### src/rtl/trace_pkg.sv
// Shared definitions for the trace replayer: entry opcodes, FSM states,
// default field widths and the width helper used to size a trace entry.
// The trace generator script uses the same encodings.
package trace_pkg;

    // Entry opcode, held in the top two bits of every ROM word
    localparam int OP_BITS = 2;

    typedef enum logic [OP_BITS-1:0] {
        OP_IDLE = 2'b00,
        OP_PUSH = 2'b01,
        OP_POP  = 2'b10,
        OP_END  = 2'b11
    } op_e;

    // Replay FSM states
    typedef enum logic [2:0] {
        S_IDLE  = 3'd0,
        S_FETCH = 3'd1,
        S_PUSH  = 3'd2,
        S_POP   = 3'd3,
        S_WAIT  = 3'd4,
        S_DONE  = 3'd5
    } state_e;

    // Default field widths
    localparam int PTW_DEF       = 16;
    localparam int MTW_DEF       = 16;
    localparam int TREE_NUM_DEF  = 4;
    localparam int ROM_SIZE_DEF  = 8;
    localparam int IDLECYCLE_DEF = 1024;

    function automatic int max2(input int a, input int b);
        return (a > b) ? a : b;
    endfunction

    // Entry width: the wider of the idle payload and the push payload, plus the opcode
    function automatic int trace_data_bits(input int ptw, input int mtw,
                                           input int tree_bits, input int idle_bits);
        return max2(idle_bits, 2 * ptw + tree_bits + mtw) + OP_BITS;
    endfunction

endpackage

### src/rtl/trace_entry_decode.sv
// Combinational slicer for one trace ROM entry. Every field is extracted
// unconditionally; the opcode tells the consumer which ones are meaningful.
// Push layout (LSB first): data, meta, tree_id, prio.
module trace_entry_decode
    import trace_pkg::*;
#(
    parameter int PTW             = PTW_DEF,
    parameter int MTW             = MTW_DEF,
    parameter int TREE_NUM_BITS   = 2,
    parameter int IDLECYCLE_BITS  = 10,
    parameter int TRACE_DATA_BITS = 52
) (
    input  logic [TRACE_DATA_BITS-1:0] entry_i,
    output op_e                        op_o,
    output logic [PTW-1:0]             prio_o,
    output logic [TREE_NUM_BITS-1:0]   tree_id_o,
    output logic [MTW-1:0]             meta_o,
    output logic [PTW-1:0]             data_o,
    output logic [TREE_NUM_BITS-1:0]   pop_tree_id_o,
    output logic [IDLECYCLE_BITS-1:0]  idle_o
);

    localparam int META_LSB = PTW;
    localparam int TREE_LSB = PTW + MTW;
    localparam int PRIO_LSB = PTW + MTW + TREE_NUM_BITS;

    // Slice all fields out of the raw entry
    always_comb begin
        op_o          = op_e'(entry_i[TRACE_DATA_BITS-1 -: OP_BITS]);
        data_o        = entry_i[PTW-1:0];
        meta_o        = entry_i[META_LSB +: MTW];
        tree_id_o     = entry_i[TREE_LSB +: TREE_NUM_BITS];
        prio_o        = entry_i[PRIO_LSB +: PTW];
        pop_tree_id_o = entry_i[TREE_NUM_BITS-1:0];
        idle_o        = entry_i[IDLECYCLE_BITS-1:0];
    end

endmodule

### src/rtl/trace_player.sv
// Trace ROM replayer. Walks the ROM from address 0 on a start pulse and turns
// each entry into a push (held until accepted), a pop request (held until
// accepted) or an idle gap. Stops at an END entry or after the last address;
// the address never wraps.
//
// Handshake: o_push/o_pop are valid signals whose fields stay stable until the
// cycle the matching ready is high; the transfer happens on that clock edge.
// Ready inputs are ignored while the matching valid is low.
module trace_player
    import trace_pkg::*;
#(
    parameter int PTW       = PTW_DEF,
    parameter int MTW       = MTW_DEF,
    parameter int TREE_NUM  = TREE_NUM_DEF,
    parameter int ROM_SIZE  = ROM_SIZE_DEF,
    parameter int IDLECYCLE = IDLECYCLE_DEF,
    localparam int TREE_NUM_BITS   = $clog2(TREE_NUM),
    localparam int ROM_WIDTH       = $clog2(ROM_SIZE),
    localparam int IDLECYCLE_BITS  = $clog2(IDLECYCLE),
    localparam int TRACE_DATA_BITS = trace_data_bits(PTW, MTW, TREE_NUM_BITS, IDLECYCLE_BITS)
) (
    input  logic                       i_clk,
    input  logic                       i_srst,
    input  logic                       i_start,
    output logic                       o_rom_read_en,
    output logic [ROM_WIDTH-1:0]       o_rom_addr,
    input  logic [TRACE_DATA_BITS-1:0] i_rom_data,
    output logic                       o_push,
    input  logic                       i_push_ready,
    output logic [PTW-1:0]             o_push_prio,
    output logic [TREE_NUM_BITS-1:0]   o_push_tree_id,
    output logic [MTW-1:0]             o_push_meta,
    output logic [PTW-1:0]             o_push_data,
    output logic                       o_pop,
    input  logic                       i_pop_ready,
    output logic [TREE_NUM_BITS-1:0]   o_pop_tree_id,
    output logic                       o_busy,
    output logic                       o_done,
    output logic [ROM_WIDTH:0]         o_push_cnt
);

    localparam logic [ROM_WIDTH-1:0] LAST_ADDR = ROM_WIDTH'(ROM_SIZE - 1);
    localparam logic [ROM_WIDTH:0]   CNT_MAX   = '1;

    state_e                      state_q, state_d;
    logic [ROM_WIDTH-1:0]        addr_q;
    logic [IDLECYCLE_BITS-1:0]   idle_cnt_q;
    logic [ROM_WIDTH:0]          push_cnt_q;
    logic [PTW-1:0]              prio_q;
    logic [TREE_NUM_BITS-1:0]    tree_id_q;
    logic [MTW-1:0]              meta_q;
    logic [PTW-1:0]              data_q;
    logic [TREE_NUM_BITS-1:0]    pop_tree_id_q;
    logic                        advance;
    logic                        at_last;
    logic                        start_ok;

    op_e                         dec_op;
    logic [PTW-1:0]              dec_prio;
    logic [TREE_NUM_BITS-1:0]    dec_tree_id;
    logic [MTW-1:0]              dec_meta;
    logic [PTW-1:0]              dec_data;
    logic [TREE_NUM_BITS-1:0]    dec_pop_tree_id;
    logic [IDLECYCLE_BITS-1:0]   dec_idle;

    // The ROM answers in the same cycle, so the entry is decoded straight off the bus
    trace_entry_decode #(
        .PTW             (PTW),
        .MTW             (MTW),
        .TREE_NUM_BITS   (TREE_NUM_BITS),
        .IDLECYCLE_BITS  (IDLECYCLE_BITS),
        .TRACE_DATA_BITS (TRACE_DATA_BITS)
    ) u_decode (
        .entry_i       (i_rom_data),
        .op_o          (dec_op),
        .prio_o        (dec_prio),
        .tree_id_o     (dec_tree_id),
        .meta_o        (dec_meta),
        .data_o        (dec_data),
        .pop_tree_id_o (dec_pop_tree_id),
        .idle_o        (dec_idle)
    );

    assign at_last  = (addr_q == LAST_ADDR);
    assign start_ok = i_start && ((state_q == S_IDLE) || (state_q == S_DONE));

    // FSM state register
    always_ff @(posedge i_clk) begin
        if (i_srst) state_q <= S_IDLE;
        else        state_q <= state_d;
    end

    // Next-state logic; 'advance' means the current entry is finished
    always_comb begin
        state_d = state_q;
        advance = 1'b0;
        case (state_q)
            S_IDLE, S_DONE: begin
                if (i_start) state_d = S_FETCH;
            end
            S_FETCH: begin
                case (dec_op)
                    OP_PUSH: state_d = S_PUSH;
                    OP_POP:  state_d = S_POP;
                    OP_IDLE: begin
                        if (dec_idle != '0) state_d = S_WAIT;
                        else                advance = 1'b1;
                    end
                    default: state_d = S_DONE;
                endcase
            end
            S_PUSH:  advance = i_push_ready;
            S_POP:   advance = i_pop_ready;
            S_WAIT:  advance = (idle_cnt_q <= IDLECYCLE_BITS'(1));
            default: state_d = S_IDLE;
        endcase
        if (advance) state_d = at_last ? S_DONE : S_FETCH;
    end

    // Address, idle counter, push counter and latched entry fields
    always_ff @(posedge i_clk) begin
        if (i_srst) begin
            addr_q        <= '0;
            idle_cnt_q    <= '0;
            push_cnt_q    <= '0;
            prio_q        <= '0;
            tree_id_q     <= '0;
            meta_q        <= '0;
            data_q        <= '0;
            pop_tree_id_q <= '0;
        end else begin
            if (start_ok) begin
                addr_q     <= '0;
                push_cnt_q <= '0;
            end
            if (state_q == S_FETCH) begin
                prio_q        <= dec_prio;
                tree_id_q     <= dec_tree_id;
                meta_q        <= dec_meta;
                data_q        <= dec_data;
                pop_tree_id_q <= dec_pop_tree_id;
                idle_cnt_q    <= dec_idle;
            end
            if ((state_q == S_WAIT) && (idle_cnt_q != '0)) begin
                idle_cnt_q <= idle_cnt_q - IDLECYCLE_BITS'(1);
            end
            if ((state_q == S_PUSH) && i_push_ready && (push_cnt_q != CNT_MAX)) begin
                push_cnt_q <= push_cnt_q + (ROM_WIDTH+1)'(1);
            end
            if (advance && !at_last) begin
                addr_q <= addr_q + ROM_WIDTH'(1);
            end
        end
    end

    // Outputs decoded from the current state and latched entry
    always_comb begin
        o_rom_read_en  = (state_q == S_FETCH);
        o_push         = (state_q == S_PUSH);
        o_pop          = (state_q == S_POP);
        o_busy         = (state_q != S_IDLE) && (state_q != S_DONE);
        o_done         = (state_q == S_DONE);
        o_rom_addr     = addr_q;
        o_push_prio    = prio_q;
        o_push_tree_id = tree_id_q;
        o_push_meta    = meta_q;
        o_push_data    = data_q;
        o_pop_tree_id  = pop_tree_id_q;
        o_push_cnt     = push_cnt_q;
    end

endmodule

### config.mk
export PLATFORM = sky130hd
export DESIGN_NAME = trace_player
export DESIGN_NICKNAME = d
export VERILOG_FILES = /design/src/rtl/trace_pkg.sv /design/src/rtl/trace_entry_decode.sv /design/src/rtl/trace_player.sv
export SDC_FILE = /design/constraint.sdc
export NUM_CORES = 1
export LEC_CHECK = 0
export BUFFER_PORTS_ARGS = -buffer_cell sky130_fd_sc_hd__buf_2
export CAP_MARGIN = 10
export CELL_PAD_IN_SITES_DETAIL_PLACEMENT = 0
export CELL_PAD_IN_SITES_GLOBAL_PLACEMENT = 1
export CORE_ASPECT_RATIO = 1.5
export CORE_UTILIZATION = 37
export CTS_CLUSTER_SIZE = 40
export DETAILED_ROUTE_END_ITERATION = 6
export PLACE_DENSITY = 0.9
export SLEW_MARGIN = 20
export SYNTH_ARGS = -nofsm -noshare
export SYNTH_HDL_FRONTEND = slang
export SYNTH_SLANG_ARGS = --single-unit
### constraint.sdc
create_clock -name i_clk -period 2.64 [get_ports i_clk]
set_clock_uncertainty 0.1 [all_clocks]
set_input_delay 0.264 -clock i_clk [delete_from_list [all_inputs] [get_ports i_clk]]
set_output_delay 0.264 -clock i_clk [all_outputs]
set_load 0.05 [all_outputs]
==> results.md, run 1 <==
* Status: complete, no violations
* Leading cell types by total area after synthesis: sky130_fd_sc_hd__dfxtp_1 45%, sky130_fd_sc_hd__nand2_1 13%, sky130_fd_sc_hd__a21oi_1 9.2%
* Layout cells sized above 1 at 31.3%
* Antenna Nets Post-Route at 0
* Most used cells in the layout excluding fill and tap cells: 120 x sky130_fd_sc_hd__buf_2, 109 x sky130_fd_sc_hd__nand2_1, 70 x sky130_fd_sc_hd__dfxtp_1
* Number of cells on the worst hold path at 3
* Met1 GRT Util at 21.0%
* Data arrival, critical path at 2.11 ns
* Total number of vias at 3,082
* Max FO, Critical Path at 28
* Total of flip-flops plus latches after synthesis at 70
* Switch Pwr at 1.46 mW
* Detailed-route DRC error count at 0
* Per-cell via count in the routed design at 5.14
* CTS tree: done
* Layout area overhead at 28.5%
* Port-buffer cells at 120
* Tmin final at 2.47 ns
* Mean instance size in the synthesized netlist at 8.13 um2
* Detailed Routing Iterations Pass 1 at 4
* Post-Route WL at 8.03 mm
* DIE WIDTH at 76.9 um
* Switching power share of the total at 40.1%
* Met3 track demand over resource at 5.10%
* Cell chain of the critical path: inv_2 > or3_2 > clkinv_2 > buf_2
* Total GRT Usage at 18.9%
* Leakage power at 1.75 nW
* Comb pwr share at 35.7%
* Initial antenna violation count at 0
* FF-to-FF path depth at 6
* Part of the Yosys area used for sequential elements at 45.0%
* Design Area, Final at 0.00400 mm2
* Clock-pin slew on the worst setup and hold paths at 0.05 ns
* Cell area after synthesis at 0.00311 mm2
* Buf+Inv Stages, Crit Path at 3
* Slew headroom at 45.6%
* Net count after synthesis at 449
* Power per standard cell area at 912 mW/mm2
* Maximum clock rate at 405 MHz
* Total clock buffers created by CTS at 9
* Count of synthesis-stage warnings from yosys at 0
* H-tree Lvls at 3
* Largest voltage drop on the vdd net at 0.463 mV
* Starting utilization of the core area at 38.4%
* Post-placement cell count at 587
* Reg-to-reg setup timing slack at 0.35 ns
* Count of endpoints failing hold in the final timing report at 0
* Final layout net count at 559
* Setup crit end kind: output pin
* Number of filler cells placed in the layout at 826
* Hold_ws at 0.0686 ns
* Internal power of the cells at 2.19 mW
* Max-slew violations at 0
* Final HPWL from detailed placement at 5.68 mm
* Area of the die at 0.00880 mm2
* Overall overflow remaining after global route at 0
* Wire length of the first global-routing pass at 13.1 mm
* Share of synthesized flip-flops with an asynchronous set or reset at 0%
* Final antenna diode count at 0
* Unrepaired setup endpoints after global routing: no
* Y dimension of the die at 114 um
* Cell taking the most area after synthesis: sky130_fd_sc_hd__dfxtp_1
* Share of power burned in the clock network at 28.1%
* Endpoint required time on the critical path at 2.28 ns
* CTS sink cnt at 70
* Gpl congestion at 0.783
* Transition time at the pin with the least slew margin at 0.816 ns
* GR peak layer: met2
* Number of cells on the critical path at 4
* TNS Setup at 0 ns
* Type of the setup path with the least slack: register to output pin
* Post-synth top area share at 45.0%
* # IOs at 121
* Source-to-sink clock delay at the later pin of the worst-skew pair at 0.33 ns
* Initial detailed-routing violation count at 128
* Floorplan core area at 0.00811 mm2
* Synth cell types at 51
* Pin count of the biggest net entering global routing at 60
* Element type at the critical path start: register
* Maxcap violations at 0
* Number of cells in the finished layout apart from fillers at 600
* Total placed instance area at 0.00376 mm2
* Hold Path Class: input port to register
* Core Rows at 40
* Post-CTS Repair Setup Buffers at 0
* Commonest non-fill, non-tap cell in the layout: sky130_fd_sc_hd__buf_2
* Average wire per cell in the routed design at 13.4 um
* Post-Syn Instances at 383
* Worst path top cell family by delay: buffers and inverters
* Max clock buf depth at 2
* Met2 layer usage reported by global route at 32.4%
* Final period utilization at 93.6%
* Number of global-route vias before repair at 2,847
* Number of synthesized flops with an enable pin at 0
* Most used DFF post-synth: sky130_fd_sc_hd__dfxtp_1
* Slowest cell on crit path: sky130_fd_sc_hd__dfxtp_1
* Portion of total power attributed to sequential cells at 36.1%
* Max incr delay on CP at 0.51 ns
* Root Buffer: sky130_fd_sc_hd__clkbuf_16
* Count of endpoints failing setup in the final report at 0
[registers in the layout (all words and copies together), names as in the netlist]
register	cells
o_push_cnt	4
o_push_data	16
o_push_prio	16
idle_cnt_q	10
o_push_tree_id	2
state_q	3
o_push_meta	16
o_rom_addr	3
[tightest hold or removal path, cell delays in order]
cell                      delay (ns)
sky130_fd_sc_hd__buf_2          0.09
sky130_fd_sc_hd__nand2_1        0.04
sky130_fd_sc_hd__a21oi_1        0.05
[routing by layer]
metal / up-vias / share of wire [%]
met5: - / 0
met4: 0 / 2.0
met3: 9 / 4.9
met2: 91 / 52
met1: 1425 / 41
li1: 1557 / -
[power groups by stage]
stage | Clock [mW] | Sequential [mW] | Combinational (mW)
after floorplan | 0 | 1.68 | 0.670
after global placement | 0 | 1.33 | 1.29
after detailed placement | 0 | 1.34 | 1.31
after CTS | 1.05 | 1.32 | 1.31
after global routing | 1.10 | 1.34 | 1.42
final | 1.03 | 1.32 | 1.30
[timing repair]
action | CTS | global route
gates resized for setup | 0 | 1
hold buffers | 0 | 0
setup endpoints to repair | 0 | 1
[through the flow]
step | setup slack (ns) | utilization [%] | power, mW
after global placement | 0.346 | 46.3 | 2.63
final | 0.168 | 49.4 | 3.65
after global routing | 0.0615 | 49.4 | 3.86
after detailed placement | 0.254 | 46.3 | 2.65
after floorplan | 0.604 | - | 2.35
after CTS | 0.0538 | 49.3 | 3.69
[final cells by class]
cell class	count	area, um2	share of cell area (%)
Sequential cell	70	1400	35.0
Inverter	8	31.3	0.782
Tap cell	105	131	3.28
Timing Repair Buffer	126	646	16.1
Clock inverter	3	15.0	0.375
Multi-Input combinational cell	278	1550	38.7
Clock buffer	10	229	5.72
[cells in the mapped netlist, types with 2 or more instances]
master	count
sky130_fd_sc_hd__nand2_1	109
sky130_fd_sc_hd__dfxtp_1	70
sky130_fd_sc_hd__a21oi_1	57
sky130_fd_sc_hd__clkbuf_1	14
sky130_fd_sc_hd__nand3_1	11
sky130_fd_sc_hd__ha_1	9
sky130_fd_sc_hd__nor2_1	8
sky130_fd_sc_hd__nor3_1	8
sky130_fd_sc_hd__a31oi_1	7
sky130_fd_sc_hd__buf_2	7
sky130_fd_sc_hd__inv_1	6
sky130_fd_sc_hd__nor3b_1	6
sky130_fd_sc_hd__o311ai_0	6
sky130_fd_sc_hd__buf_4	5
sky130_fd_sc_hd__nand4_1	5
sky130_fd_sc_hd__a32oi_1	3
sky130_fd_sc_hd__nand2b_1	3
sky130_fd_sc_hd__nor2b_1	3
sky130_fd_sc_hd__nor4_1	3
sky130_fd_sc_hd__o21ai_0	3
sky130_fd_sc_hd__a22oi_1	2
sky130_fd_sc_hd__a41oi_1	2
sky130_fd_sc_hd__and2_1	2
sky130_fd_sc_hd__and4_1	2
sky130_fd_sc_hd__inv_2	2
sky130_fd_sc_hd__o211ai_1	2
sky130_fd_sc_hd__o21a_1	2
sky130_fd_sc_hd__or2_2	2
sky130_fd_sc_hd__or3_2	2
[final timing paths]
check                                    start         endpoint
worst max-delay path                state_q[0]    o_rom_read_en
worst min-delay path            i_rom_data[48]  o_push_prio[14]
worst max register to register      state_q[0]    o_rom_addr[2]
worst min register to register  o_push_meta[6]   o_push_meta[6]
[cell families (layout without fill, tap and decap cells)]
kind of cell / after synthesis / after routing / synth area share (%)
AND/OR/NAND/NOR: 171 / 171 / 25.6
multiplexers: 2 / 2 / 0.683
adder cells (fa/ha/maj): 9 / 9 / 3.62
buffers and inverters: 35 / 147 / 5.34
AO/OA/AOI/OAI: 94 / 94 / 19.2
flip-flops: 70 / 70 / 45.0
XOR/XNOR: 2 / 2 / 0.563
No activity file was read; power rests on OpenSTA's default activity.
==> run 2, diff against run 1 <==
==> constraint.sdc (replaced) <==
create_clock -name i_clk -period 3.2 [get_ports i_clk]
set_clock_uncertainty 0.1 [all_clocks]
set_input_delay 0.32 -clock i_clk [delete_from_list [all_inputs] [get_ports i_clk]]
set_output_delay 0.32 -clock i_clk [all_outputs]
set_load 0.05 [all_outputs]
==> run 2 against run 1 <==
  * Clock power decreased by 12%
  * Via count rose by 0.45%
  * Cell area up 0.41%
  * Sequential power fell by 17%
  * Count of clock-buffer cells in the layout is 4 higher
  * Highest routed layer unchanged
==> results.md, run 2 (synthesis gave the netlist of run 1 again) <==
* Y dimension of the die at 114 um
* Overall overflow remaining after global route at 0
* Maximum clock rate at 401 MHz
* Slew headroom at 36.7%
* Endpoint required time on the critical path at 2.78 ns
* Number of global-route vias before repair at 2,914
* FF-to-FF path depth at 7
* CTS sink cnt at 70
* Layout area overhead at 29.0%
* Setup crit end kind: output pin
* Max FO, Critical Path at 21
* Detailed Routing Iterations Pass 1 at 4
* Number of cells on the worst hold path at 3
* Data arrival, critical path at 2.07 ns
* Average wire per cell in the routed design at 13.5 um
* Source-to-sink clock delay at the later pin of the worst-skew pair at 0.33 ns
* Post-CTS Hold Fix Bufs at 0
* Area of the die at 0.00880 mm2
* Status: complete, no violations
* Total number of vias at 3,096
* Tmin final at 2.49 ns
* Count of endpoints failing hold in the final timing report at 0
* Wire length of the first global-routing pass at 13.4 mm
* Unrepaired setup endpoints after global routing: no
* Max clock buf depth at 2
* Total clock buffers created by CTS at 9
* Hold Path Class: input port to register
* Number of filler cells placed in the layout at 854
* Hold_ws at 0.122 ns
* Element type at the critical path start: register
* Layout cells sized above 1 at 31.0%
* Count of endpoints failing setup in the final report at 0
* Clock-pin slew on the worst setup and hold paths at 0.05 ns
* TNS Setup at 0 ns
* Dominant cell type by count on the critical path: sky130_fd_sc_hd__inv_2
* DIE WIDTH at 76.9 um
* Gates resized, CTS repair at 0
* Slowest cell on crit path: sky130_fd_sc_hd__dfxtp_1
* Final antenna diode count at 0
* Floorplan core area at 0.00811 mm2
* Per-cell via count in the routed design at 5.15
* Cell chain of the critical path: inv_2 > or3_2 > inv_2 > buf_2
* Commonest non-fill, non-tap cell in the layout: sky130_fd_sc_hd__buf_2
* Max-slew violations at 0
* Final HPWL from detailed placement at 5.84 mm
* Total GRT Usage at 19.5%
* Largest voltage drop on the vdd net at 0.387 mV
* Type of the setup path with the least slack: register to output pin
* Pin count of the biggest net entering global routing at 60
* Transition time at the pin with the least slew margin at 0.950 ns
* Initial detailed-routing violation count at 145
* H-tree Lvls at 3
* Initial antenna violation count at 0
* Final layout net count at 558
* Root Buffer: sky130_fd_sc_hd__clkbuf_16
* Final period utilization at 77.9%
* Starting utilization of the core area at 38.4%
* CTS tree: done
* Core Rows at 40
* Post-Route WL at 8.14 mm
* Max incr delay on CP at 0.50 ns
* Most used cells in the layout excluding fill and tap cells: 120 x sky130_fd_sc_hd__buf_2, 109 x sky130_fd_sc_hd__nand2_1, 70 x sky130_fd_sc_hd__dfxtp_1
* Post-CTS Repair Setup Buffers at 0
* Power per standard cell area at 762 mW/mm2
* Antenna Nets Post-Route at 0
* Gpl congestion at 0.770
* Maxcap violations at 0
* Port-buffer cells at 120
* Detailed-route DRC error count at 0
* Leakage power at 1.76 nW
* # IOs at 121
run 2: through the flow:
step / utilization [%] / power [mW] / setup slack, ns / instance area [um2] / instances
floorplan: - / 1.94 / 1.11 / 3110 / 383
global placement: 46.2 / 2.16 / 0.967 / 3750 / 586
detailed placement: 46.2 / 2.18 / 0.938 / 3750 / 586
CTS: 49.6 / 3.09 / 0.679 / 4020 / 601
global route: 49.6 / 3.23 / 0.590 / 4020 / 601
finish: 49.6 / 3.06 / 0.706 / 4020 / 601
run 2: critical path, delay by kind of cell, from the launching register on:
kind,cells,cell delay [ns]
AND/OR/NAND/NOR,1,0.48
flip-flops,1,0.50
buffers and inverters,3,0.76
run 2: where the power goes:
group / internal [mW] / switching [mW]
Clock: 0.561 / 0.343
Sequential: 0.994 / 0.0988
Combinational: 0.296 / 0.768
run 2: worst paths after layout:
| check | start | end | slack (ns) |
|---|---|---|---|
| max reg2reg | state_q[0] | idle_cnt_q[8] | 0.90 |
| min | i_rom_data[46] | o_push_prio[12] | 0.12 |
| min reg2reg | o_push_prio[8] | o_push_prio[8] | 0.35 |
| max | state_q[0] | o_rom_read_en | 0.71 |
run 2: final cells by class:
class	count	area, um2	area share [%]
sequential	70	1400	34.9
multi-input combinational	278	1550	38.5
inverter	8	30.0	0.747
clock buffer	14	264	6.57
timing repair buffer	125	638	15.9
tap	105	131	3.27
clock inverter	1	5.00	0.125
run 2: routing by layer:
metal  track usage (%)  wire length [um]  part of all wire (%)
met1              21.0              3270                    40
met2              34.7              4310                    53
met3              5.42               400                   4.9
met4              9.74               169                   2.1
met5                 0                 0                     0
